--- config.mk ---
export PLATFORM = sky130hd
export DESIGN_NAME = bus_dev_port
export DESIGN_NICKNAME = d
export VERILOG_FILES = /design/src/rtl/bus_port_pkg.sv /design/src/rtl/sync_fifo.sv /design/src/rtl/bus_dev_port.sv
export SDC_FILE = /design/constraint.sdc
export NUM_CORES = 1
export LEC_CHECK = 0
export CORE_ASPECT_RATIO = 1.4
export CORE_MARGIN = 2
export CORE_UTILIZATION = 49
export DETAILED_ROUTE_END_ITERATION = 12
export PLACE_DENSITY = 0.74
export REMOVE_ABC_BUFFERS = 1
export SYNTH_ARGS = -nofsm -noshare
export SYNTH_HDL_FRONTEND = slang
export SYNTH_SLANG_ARGS = --single-unit
export TNS_END_PERCENT = 50
--- constraint.sdc ---
create_clock -name clk -period 2.25 [get_ports clk]
set_input_delay 0.5625 -clock clk [delete_from_list [all_inputs] [get_ports clk]]
set_output_delay 0.5625 -clock clk [all_outputs]
set_load 0.05 [all_outputs]
--- src/rtl/bus_port_pkg.sv ---
// Shared types and helpers for the per-device bus port: destination ID
// extraction and the saturating drop-counter type.
package bus_port_pkg;

   localparam int ID_W    = 8;
   localparam int PKT_MAX = 64;

   typedef logic [7:0] sat_cnt_t;

   // Packet is passed zero-extended to PKT_MAX; w is the real packet width.
   function automatic logic [ID_W-1:0] dest_of(input logic [PKT_MAX-1:0] pkt,
                                                input int unsigned       w);
      return ID_W'(pkt >> (w - ID_W));
   endfunction

   function automatic sat_cnt_t sat_inc(input sat_cnt_t c);
      return (c == 8'hFF) ? c : c + 8'd1;
   endfunction

endpackage

--- src/rtl/sync_fifo.sv ---
// Show-ahead synchronous FIFO with wrap-bit pointers. A read and a write in
// the same cycle are both honoured, even when the FIFO is full.
module sync_fifo #(
   parameter int width = 16,
   parameter int depth = 4
) (
   input  logic             clk,
   input  logic             reset,
   input  logic             wr,
   input  logic [width-1:0] din,
   input  logic             rd,
   output logic [width-1:0] dout,
   output logic             full,
   output logic             empty
);

   localparam int AW = $clog2(depth);
   localparam logic [AW:0] PTR_ONE = (AW+1)'(1);

   logic [width-1:0] mem [depth];
   logic [AW:0]      wr_ptr;
   logic [AW:0]      rd_ptr;
   logic             rd_en;
   logic             wr_en;

   assign empty = (wr_ptr == rd_ptr);
   assign full  = (wr_ptr[AW-1:0] == rd_ptr[AW-1:0]) && (wr_ptr[AW] != rd_ptr[AW]);

   // A read in the same cycle frees the slot a full-FIFO write needs.
   assign rd_en = rd && !empty;
   assign wr_en = wr && (!full || rd_en);

   assign dout = mem[rd_ptr[AW-1:0]];

   always_ff @(posedge clk or negedge reset) begin
      if (!reset) begin
         wr_ptr <= '0;
         rd_ptr <= '0;
      end else begin
         if (wr_en) wr_ptr <= wr_ptr + PTR_ONE;
         if (rd_en) rd_ptr <= rd_ptr + PTR_ONE;
      end
   end

   always_ff @(posedge clk) begin
      if (wr_en) mem[wr_ptr[AW-1:0]] <= din;
   end

endmodule

--- src/rtl/bus_dev_port.sv ---
// Per-device bus front end: TX FIFO toward the arbiter, destination-filtered
// RX FIFO toward the device, and saturating drop counters.
module bus_dev_port
   import bus_port_pkg::*;
#(
   parameter int            pckg_sz   = 16,
   parameter int            depth     = 4,
   parameter logic [7:0]    id        = 8'd0,
   parameter logic [7:0]    broadcast = 8'hFF
) (
   input  logic               clk,
   input  logic               reset,
   input  logic               dev_wr,
   input  logic [pckg_sz-1:0] dev_din,
   output logic               dev_full,
   output logic               pndng,
   output logic [pckg_sz-1:0] D_pop,
   input  logic               pop,
   input  logic               push,
   input  logic [pckg_sz-1:0] D_push,
   input  logic               dev_rd,
   output logic [pckg_sz-1:0] dev_dout,
   output logic               dev_rx_vld,
   output sat_cnt_t           ovf_cnt,
   output sat_cnt_t           mis_cnt
);

   // Handshakes: a transfer happens at a posedge where the consumer strobe
   // (pop / dev_rd) is high while the producer flag (pndng / dev_rx_vld) is
   // high; strobes against an empty side are ignored. push has no ready and
   // is always sampled.

   logic [pckg_sz-1:0] tx_dout;
   logic               tx_empty;
   logic [pckg_sz-1:0] rx_dout;
   logic               rx_empty;
   logic               rx_full;
   logic [ID_W-1:0]    dest;
   logic               dest_ok;
   logic               rx_wr;
   logic               ovf_inc;
   logic               mis_inc;

   sync_fifo #(.width(pckg_sz), .depth(depth)) u_tx_fifo (
      .clk   (clk),
      .reset (reset),
      .wr    (dev_wr),
      .din   (dev_din),
      .rd    (pop),
      .dout  (tx_dout),
      .full  (dev_full),
      .empty (tx_empty)
   );

   assign dest    = dest_of(PKT_MAX'(D_push), pckg_sz);
   assign dest_ok = (dest == id) || (dest == broadcast);
   assign rx_wr   = push && dest_ok;
   // A full RX only overflows if the device is not reading in the same cycle.
   assign ovf_inc = rx_wr && rx_full && !dev_rd;
   assign mis_inc = push && !dest_ok;

   sync_fifo #(.width(pckg_sz), .depth(depth)) u_rx_fifo (
      .clk   (clk),
      .reset (reset),
      .wr    (rx_wr),
      .din   (D_push),
      .rd    (dev_rd),
      .dout  (rx_dout),
      .full  (rx_full),
      .empty (rx_empty)
   );

   assign pndng      = !tx_empty;
   assign D_pop      = tx_empty ? '0 : tx_dout;
   assign dev_rx_vld = !rx_empty;
   assign dev_dout   = rx_empty ? '0 : rx_dout;

   always_ff @(posedge clk or negedge reset) begin
      if (!reset) begin
         ovf_cnt <= '0;
         mis_cnt <= '0;
      end else begin
         if (ovf_inc) ovf_cnt <= sat_inc(ovf_cnt);
         if (mis_inc) mis_cnt <= sat_inc(mis_cnt);
      end
   end

endmodule

## Yosys cells after proc, flatten, opt, wreduce, memory -nomap -nowiden

Memories as Yosys holds them, arrays and structs flattened.
Index checks and enable logic that the tools add are counted.

- Register bits after elaboration: 28
- Memory bits (writable): 128
- Input port bits: 38
- Logic and storage cells: 53
- Memories: 2

- Add/subtract/negate cells: 6
- Equal/unequal tests: 9
- Mux-type cells: 6
- Bitwise gates (word level): 2
- Reduce and logical (&&, ||, !) cells: 22

Memory list:

| memory | depth | width | read ports | clocked after Yosys merged registers in | write ports | RTL line | RTL |
|---|---|---|---|---|---|---|---|
| u_rx_fifo.mem | 4 | 16 | 1 | 0 | 1 | sync_fifo.sv:20 | `logic [width-1:0] mem [depth];` |
| u_tx_fifo.mem | 4 | 16 | 1 | 0 | 1 | sync_fifo.sv:20 |  |

Operators with widths:

| cell | count |
|---|---|
| 16-bit two-way mux | 2 |
| 8-bit equality test (second input constant) | 3 |
| 8-bit by 1-bit adder with 8-bit output (second input constant) | 2 |
| 3-bit by 1-bit adder with 3-bit output (second input constant) | 4 |
| 1-bit logical AND | 10 |
| 8-bit logical NOT | 1 |
| 3-bit equality test | 2 |
| 1-bit logical NOT | 6 |
| 2-bit equality test | 2 |
| 1-bit two-way mux | 4 |
| 2-bit AND reduction | 2 |
| 1-bit logical OR | 3 |
| 1-bit != test | 2 |
| 1-bit inverter | 2 |

## Depth between registers and ports, before layout

Gate-level depths: netlist (run 1).

- Depth in word-level cells: 7
- Depth in mapped cells: 7
- Gate-level depth less buffers: 6

## By module

A second synthesis (run 1) with hierarchy kept.

- Cell total of the unflattened synthesis: 370
- Area total of the unflattened synthesis: 6580.1 µm²

By module, submodules not included:

| module | times used | cells each | area each (µm²) | seq. area each (µm²) |
|---|---|---|---|---|
| sync_fifo | 2 | 130 | 2766.4 | 2072.0 |
| bus_dev_port | 1 | 110 | 1047.3 | 400.4 |

## Worst setup path after synthesis (run 1)

No wires, ideal clock.

- Path kind: reg2out
- From: register u_tx_fifo.rd_ptr[1]
- To: output D_pop[10]
- Data arrival time: 2146 ps
- Data required time: 1688 ps
- Setup slack: -458 ps
- Stages on the path, launching flop included: 7
- Path buffers: 2
- Path through: dfrtp_1 > clkbuf_1 > xor2_1 > nor2_1 > nand2_1 > clkbuf_1 > and2_1

- Word-level cells in the longest chain between the ends: 2
- Elaborated cells between the ends (all ways): 3
- Those cells by class: eq/ne (1); mux (1); memory (1)

RTL lines:

| what | RTL line | RTL |
|---|---|---|
| start, declared | sync_fifo.sv:22 | `logic [AW:0] rd_ptr;` |
| start signal, assigned | sync_fifo.sv:41 | `if (rd_en) rd_ptr <= rd_ptr + PTR_ONE;` |
| memory 4 x 16 bit or 3-bit equality test (tied branches) | -- |  |
| 16-bit two-way mux (*) | bus_dev_port.sv:74 | `assign D_pop = tx_empty ? '0 : tx_dout;` |
| end, declared | bus_dev_port.sv:17 | `output logic [pckg_sz-1:0] D_pop,` |

Every way passes the cells marked *; elsewhere a longest branch is shown, timed or not.

## Worst setup path after layout (run 1)

- From: register u_rx_fifo.rd_ptr[0]
- To: output dev_dout[7]

- Word-level cells in the longest chain between the ends: 2
- Elaborated cells between the ends (all ways): 3
- Those cells by class: eq/ne (1); mux (1); memory (1)

RTL lines:

| what | RTL line | RTL |
|---|---|---|
| start, declared | sync_fifo.sv:22 |  |
| start signal, assigned | sync_fifo.sv:41 |  |
| memory 4 x 16 bit or 3-bit equality test (tied branches) | -- |  |
| 16-bit two-way mux (*) | bus_dev_port.sv:76 | `assign dev_dout = rx_empty ? '0 : rx_dout;` |
| end, declared | bus_dev_port.sv:22 | `output logic [pckg_sz-1:0] dev_dout,` |

Marked as above.

==> results of run 1 <==
## placed cells by master, fill, tap and decap left out, drive strengths merged, types with 4 or more instances in the layout
cell type      synthesis  routed
edfxtp               128     128
buf                    7      79
clkdlybuf4s50          0      38
mux4                  32      32
dfrtp                 28      28
and2                  24      24
clkbuf                 5      21
nor2b                 17      17
nand2                 16      16
inv                    6      15
xnor2                 13      13
ha                    12      12
nand3                 10      10
xor2                  10      10
nor2                   8       8
dlymetal6s2s           0       8
mux2                   8       8
nand4                  7       7
dlygate4sd2            0       7
clkinv                 0       6
nor3                   4       4
## cell families after synthesis
family          Yosys count  synth area share [%]
compound gates            7                 0.643
xor+xnor                 23                  3.14
fa+ha+maj                12                  2.34
buf+inv                  18                  1.48
flops                   156                  70.7
mux                      40                  12.7
simple gates             99                  9.00
## worst min path at each step
stage	from	end	slack, ns
2_1_floorplan	reset	mis_cnt[0]	0.27
3_3_place_gp	u_tx_fifo.wr_ptr[2]	u_tx_fifo.wr_ptr[2]	0.48
3_5_place_dp	u_tx_fifo.wr_ptr[2]	u_tx_fifo.wr_ptr[2]	0.48
4_1_cts	u_tx_fifo.wr_ptr[2]	u_tx_fifo.wr_ptr[2]	0.49
5_1_grt	u_tx_fifo.wr_ptr[2]	u_tx_fifo.wr_ptr[2]	0.51
6_report	u_tx_fifo.wr_ptr[2]	u_tx_fifo.wr_ptr[2]	0.49
## stage by stage
step / power, µW / instance area (µm²) / instances
4_1_cts: 13500 / 8650 / 652
6_report: 14100 / 8980 / 664
3_5_place_dp: 10400 / 7980 / 619
5_1_grt: 14700 / 8980 / 664
2_1_floorplan: 7560 / 6350 / 343
3_3_place_gp: 10300 / 7980 / 619
## area by class of cell
type	instances	area share [%]
multi-input cells	181	21.4
inverters	6	0.251
well taps	153	2.13
clock inverters	15	1.84
flip-flops and latches	156	50.6
clock buffers	17	4.74
repair buffers	136	19.0
## sequential cells by signal, summed over array words and instances, names as in the netlist
signal,flops
mis_cnt,8
u_tx_fifo.rd_ptr,3
u_tx_fifo.mem,64
u_rx_fifo.mem,64
u_rx_fifo.wr_ptr,3
ovf_cnt,8
u_rx_fifo.rd_ptr,3
u_tx_fifo.wr_ptr,3
## report_power, final
part / switching, µW / leakage [µW] / total [µW] / internal [µW]
combinational: 3890 / 0.00168 / 7510 / 3620
clock: 1260 / 0.000292 / 2760 / 1490
sequential: 254 / 0.00151 / 3810 / 3560
## worst max-delay path, stage by stage, from the launching register on
cell and delay [ns]:
dfrtp_2 0.48, xor2_2 0.22, nor3b_4 0.24, buf_6 0.15, clkbuf_16 0.18, nor2b_1 0.07, buf_6 0.15
## timing repair
| action | in CTS | in global routing |
|---|---|---|
| endpoints found under the setup margin | 42 | 109 |
| resized for setup | 35 | 47 |
| setup buffers | 1 | 8 |
| cloned | 0 | 5 |
| pin swaps | 0 | 3 |
## per-layer routing
layer | part of all wire (%) | vias to the layer above | global-route usage (%)
met1 | 37 | 1788 | 21.3
li1 | - | 1649 | -
met2 | 57 | 110 | 32.0
met5 | 0 | - | 0
met4 | 1.9 | 0 | 6.49
met3 | 4.2 | 18 | 4.67
==> metrics.yaml, run 1 <==
rr_endpoint: "ovf_cnt[6]"
initial_utilization_pct: 50.1
synth_commonest_cells: "edfxtp_1, mux4_2, dfrtp_1"
synth_edf_count: 128
dieWidth_um: 101
numCtsBuffers: 17
ant_nets: 0
drive_gt1_share_pct: 37.8
hp-class: "reg -> reg"
run_status: "finished, violations left"
grt-ovfl-total: 0
vias: 3565
ys_ff_latch: 156
synth_most_common_cell: "edfxtp_1"
hpwlAfterDp_mm: 7.74
synth_area_um2: 6420
design.core.area_um2: 12800
report.final.slew_viol_count: 0
clk_path_buf_depth: 2
worstMarginPinSlew_ns: 0.506
maxCapViolCount: 0
clk_pin_slew_worst_paths_ns: 0.07
port_buffers: 88
diodes: 0
nets: 548
holdWs_ns: 0.487
fin_skew_ns: 0.0147
setup_tns_ns: -6.55
timing.fmax_ghz: 0.404
grt_pass1_vias: 3748
async_flop_share_pct: 17.9
critPathCaptureType: "primary output"
antenna_found_initial: 0
ys_seq_area_share_pct: 70.7
pin_count: 89
period_share_pct: 110
clock_tree.root_cell: "clkbuf_16"
synthDominantCellAreaShare_pct: 59.8
rrSetupSlack_ns: 0.22
grtUsageTotal_pct: 18.2
rsz0062_at_grt: "yes"
p_leak_uw: 0.00348
nFillCells: 812
dr.pass1.iters: 4
postSynthAreaPerCell_um2: 18.1
ys_warn_count: 0
dp_slack_ns: -0.351
final-hold-violation-count: 0
cp.required_ns: 1.69
grt_pass1_wl_mm: 19.1
insertion_delay_ns: 0.43
period_needed_ns: 2.48
cp_data_arrival_time_ns: 1.92
drt-total-wl_mm: 12.5
reg2reg_from: "u_rx_fifo.wr_ptr[1]"
fin_ws_ns: -0.228
multi_input_comb_area_um2: 1920
cts_max_level: 4
synthDistinctLibCells: 34
setup_violations: 35
netlist_top_cells_area: "edfxtp_1, dfrtp_1, mux4_2"
crit_fanout: 8
dieArea_um2: 14100
vias_per_cell: 5.37
cts.sinks: 156
hold_buffers: 0
violations: "setup timing"
final_util_pct: 70.1
hold_path_depth: 1
tritoncts: "yes"
start_kind: "flop"
synth_flop_cell: "edfxtp_1"
syn_inst: 355
synth_area_leader_cell: "edfxtp_1"
drc: 0
syn_to_final_growth_pct: 39.8
wl_per_cell_um: 18.9
dr.first_iter.drc_count: 93
crit_path_end: "dev_dout[7]"
critical_path.startpoint: "u_rx_fifo.rd_ptr[0]"
ir_drop_v: 0.00157
cellPowerDensity_nw_per_um2: 1570
grt_max_degree: 29
rr_worst_depth: 6
die_height_um: 139
rows: 49
crit_type: "reg -> out"
max-slew-margin-rel_pct: 66.2
gp_congestion: 0.832
ff_latch_area_um2: 4550
(Power assumes the default switching activity.)
==> run 2, diff against run 1 <==
Settings changed: CELL_PAD_IN_SITES_DETAIL_PLACEMENT from default to 0, CELL_PAD_IN_SITES_GLOBAL_PLACEMENT from default to 1, CORE_UTILIZATION 49 to 42.
==> run 2 against run 1 <==
  * The run still ends with setup timing left
  * Clock-buffer cell count unchanged
  * Sequential power hardly changed
  * Design area increased by 1.8%
  * Worst setup slack lost 0.020 ns
  * Register-to-register slack worse by 0.09 ns
  * Total power rose by 2.9%
  * Critical endpoint is now dev_rx_vld
==> metrics.yaml, run 2 (same netlist as run 1, synthesis figures left out) <==
run_status: "finished, violations left"
violations: "setup timing"
design.core.area_um2: 15000  # +17%
vias_per_cell: 5.07  # -5.6%
cts.sinks: 156  # unchanged
gp_congestion: 0.739  # -11%
grt_pass1_wl_mm: 18.8  # -1.7%
hpwlAfterDp_mm: 8.16  # +5.4%
insertion_delay_ns: 0.41  # -0.02 ns
dp_slack_ns: -0.286  # +0.0653 ns
cellPowerDensity_nw_per_um2: 1580  # +1.1%
drc: 0  # unchanged
start_kind: "flop"
crit_fanout: 8  # unchanged
dieWidth_um: 109  # +7.7%
grt_max_degree: 29  # unchanged
cts_max_level: 4  # unchanged
cp.required_ns: 1.69  # about the same
crit_type: "reg -> out"
final_cell_mix: "edfxtp_1, buf_12, clkdlybuf4s50_1, buf_4, mux4_2"
syn_to_final_growth_pct: 42.3
dieArea_um2: 16300  # +16%
initial_utilization_pct: 42.9  # -7.3 points
grtUsageTotal_pct: 15.4  # -2.8 points
die_height_um: 150  # +7.8%
total_power_uw: 14500  # +2.9%
mostFrequentLayoutCell: "edfxtp_1"
dr.first_iter.drc_count: 144  # +55%
clk_path_buf_depth: 2  # unchanged
report.final.slew_viol_count: 0  # unchanged
clk_pin_slew_worst_paths_ns: 0.06  # about the same
dp_cells: 660  # +6.6%
tritoncts: "yes"
period_needed_ns: 2.50  # +0.0203 ns
critPathCaptureType: "primary output"
timing.fmax_ghz: 0.400  # -0.81%
p_leak_uw: 0.00353  # +1.3%
worstMarginPinSlew_ns: 0.505  # -0.00118 ns
nets: 552  # +0.73%
drt-total-wl_mm: 12.5  # about the same
grt_pass1_vias: 3705  # -1.1%
antenna_found_initial: 0  # unchanged
diodes: 0  # unchanged
final-hold-violation-count: 0  # unchanged
vias: 3584  # +0.53%
numCtsBuffers: 17  # unchanged
rsz0062_at_grt: "yes"
rows: 53  # +8.2%
ant_nets: 0  # unchanged
ir_drop_v: 0.00111  # -29%
stdcell_count: 707  # +6.5%
pin_count: 89  # unchanged
fin_skew_ns: 0.00728  # -0.00745 ns
setup_violations: 35  # unchanged
maxCapViolCount: 0  # unchanged
port_buffers: 88  # unchanged
period_share_pct: 111  # +0.90 points
grt-ovfl-total: 0  # unchanged
clock_tree.root_cell: "clkbuf_16"
max-slew-margin-rel_pct: 66.3  # +0.079 points
hp-class: "reg -> reg"
wl_per_cell_um: 17.7  # -6.2%
cp_data_arrival_time_ns: 1.94  # +0.02 ns
drive_gt1_share_pct: 39.2  # +1.5 points
dr.pass1.iters: 5  # +1
fin_ws_ns: -0.248  # -0.0203 ns
setup_tns_ns: -6.49  # +0.0565 ns
holdWs_ns: 0.497  # +0.00966 ns
## run 2: changes by cell type in the layout (fill, tap and decap cells not counted), sizes merged
cell,previous run,this run
dlygate4sd2,7,5
buf,79,84
clkinvlp,0,1
clkdlybuf4s50,38,41
clkinv,6,4
dlymetal6s2s,8,7
clkbuf,21,20
inv,15,16
## run 2: layout make-up
type	count	area, µm²
Clock buffer	17	425
Clock inverter	15	140
Fill cell	1140	5840
Inverter	6	26.3
Multi-Input combinational cell	181	1930
Sequential cell	156	4540
Tap cell	192	240
Timing Repair Buffer	140	1830
## run 2: final timing paths
path                            slack, ns                start  cells past startpoint                   to
worst max-delay path                -0.25  u_rx_fifo.rd_ptr[0]                      7           dev_rx_vld
worst min-delay path                 0.50  u_rx_fifo.wr_ptr[2]                      1  u_rx_fifo.wr_ptr[2]
worst max register to register       0.13  u_rx_fifo.rd_ptr[0]                      7  u_rx_fifo.mem[2][8]
worst min register to register       0.50  u_rx_fifo.wr_ptr[2]                      1  u_rx_fifo.wr_ptr[2]
max in group asynchronous            1.44                reset                      2  u_tx_fifo.wr_ptr[2]
min in group asynchronous            0.53                reset                      2           ovf_cnt[4]
## run 2: per-stage QoR
stage / area [µm²] / util, %
floorplan: 6350 / -
global placement: 8190 / 54.7
detailed placement: 8190 / 54.7
CTS: 8850 / 59.1
global route: 9140 / 61.0
finish: 9140 / 61.0
## run 2: worst max-delay path: stages, from the launching register on
cell and delay (ns):
dfrtp_1 0.40, buf_12 0.16, xor2_2 0.19, nor3b_4 0.23, buf_6 0.15, buf_12 0.13, clkinvlp_4 0.10, buf_12 0.15
## run 2: report_power, final
group / internal (µW) / switching, µW / leakage [µW]
Sequential: 3550 / 237 / 0.00151
Clock: 1470 / 1230 / 0.000282
Combinational: 4060 / 3940 / 0.00173
## run 2: what timing repair did
action,4_1_cts,5_1_grt
setup buffers,3,9
setup endpoints to repair,40,107
pin swaps,3,2
hold buffers,0,0
cloned,0,3
resized for setup,25,42
## run 2: routing by layer
metal	part of all wire, %	track usage (%)	vias up
li1	-	-	1659
met4	0.76	4.23	0
met5	0	0	-
met1	40	18.9	1833
met3	3.9	3.77	7
met2	55	27.1	85
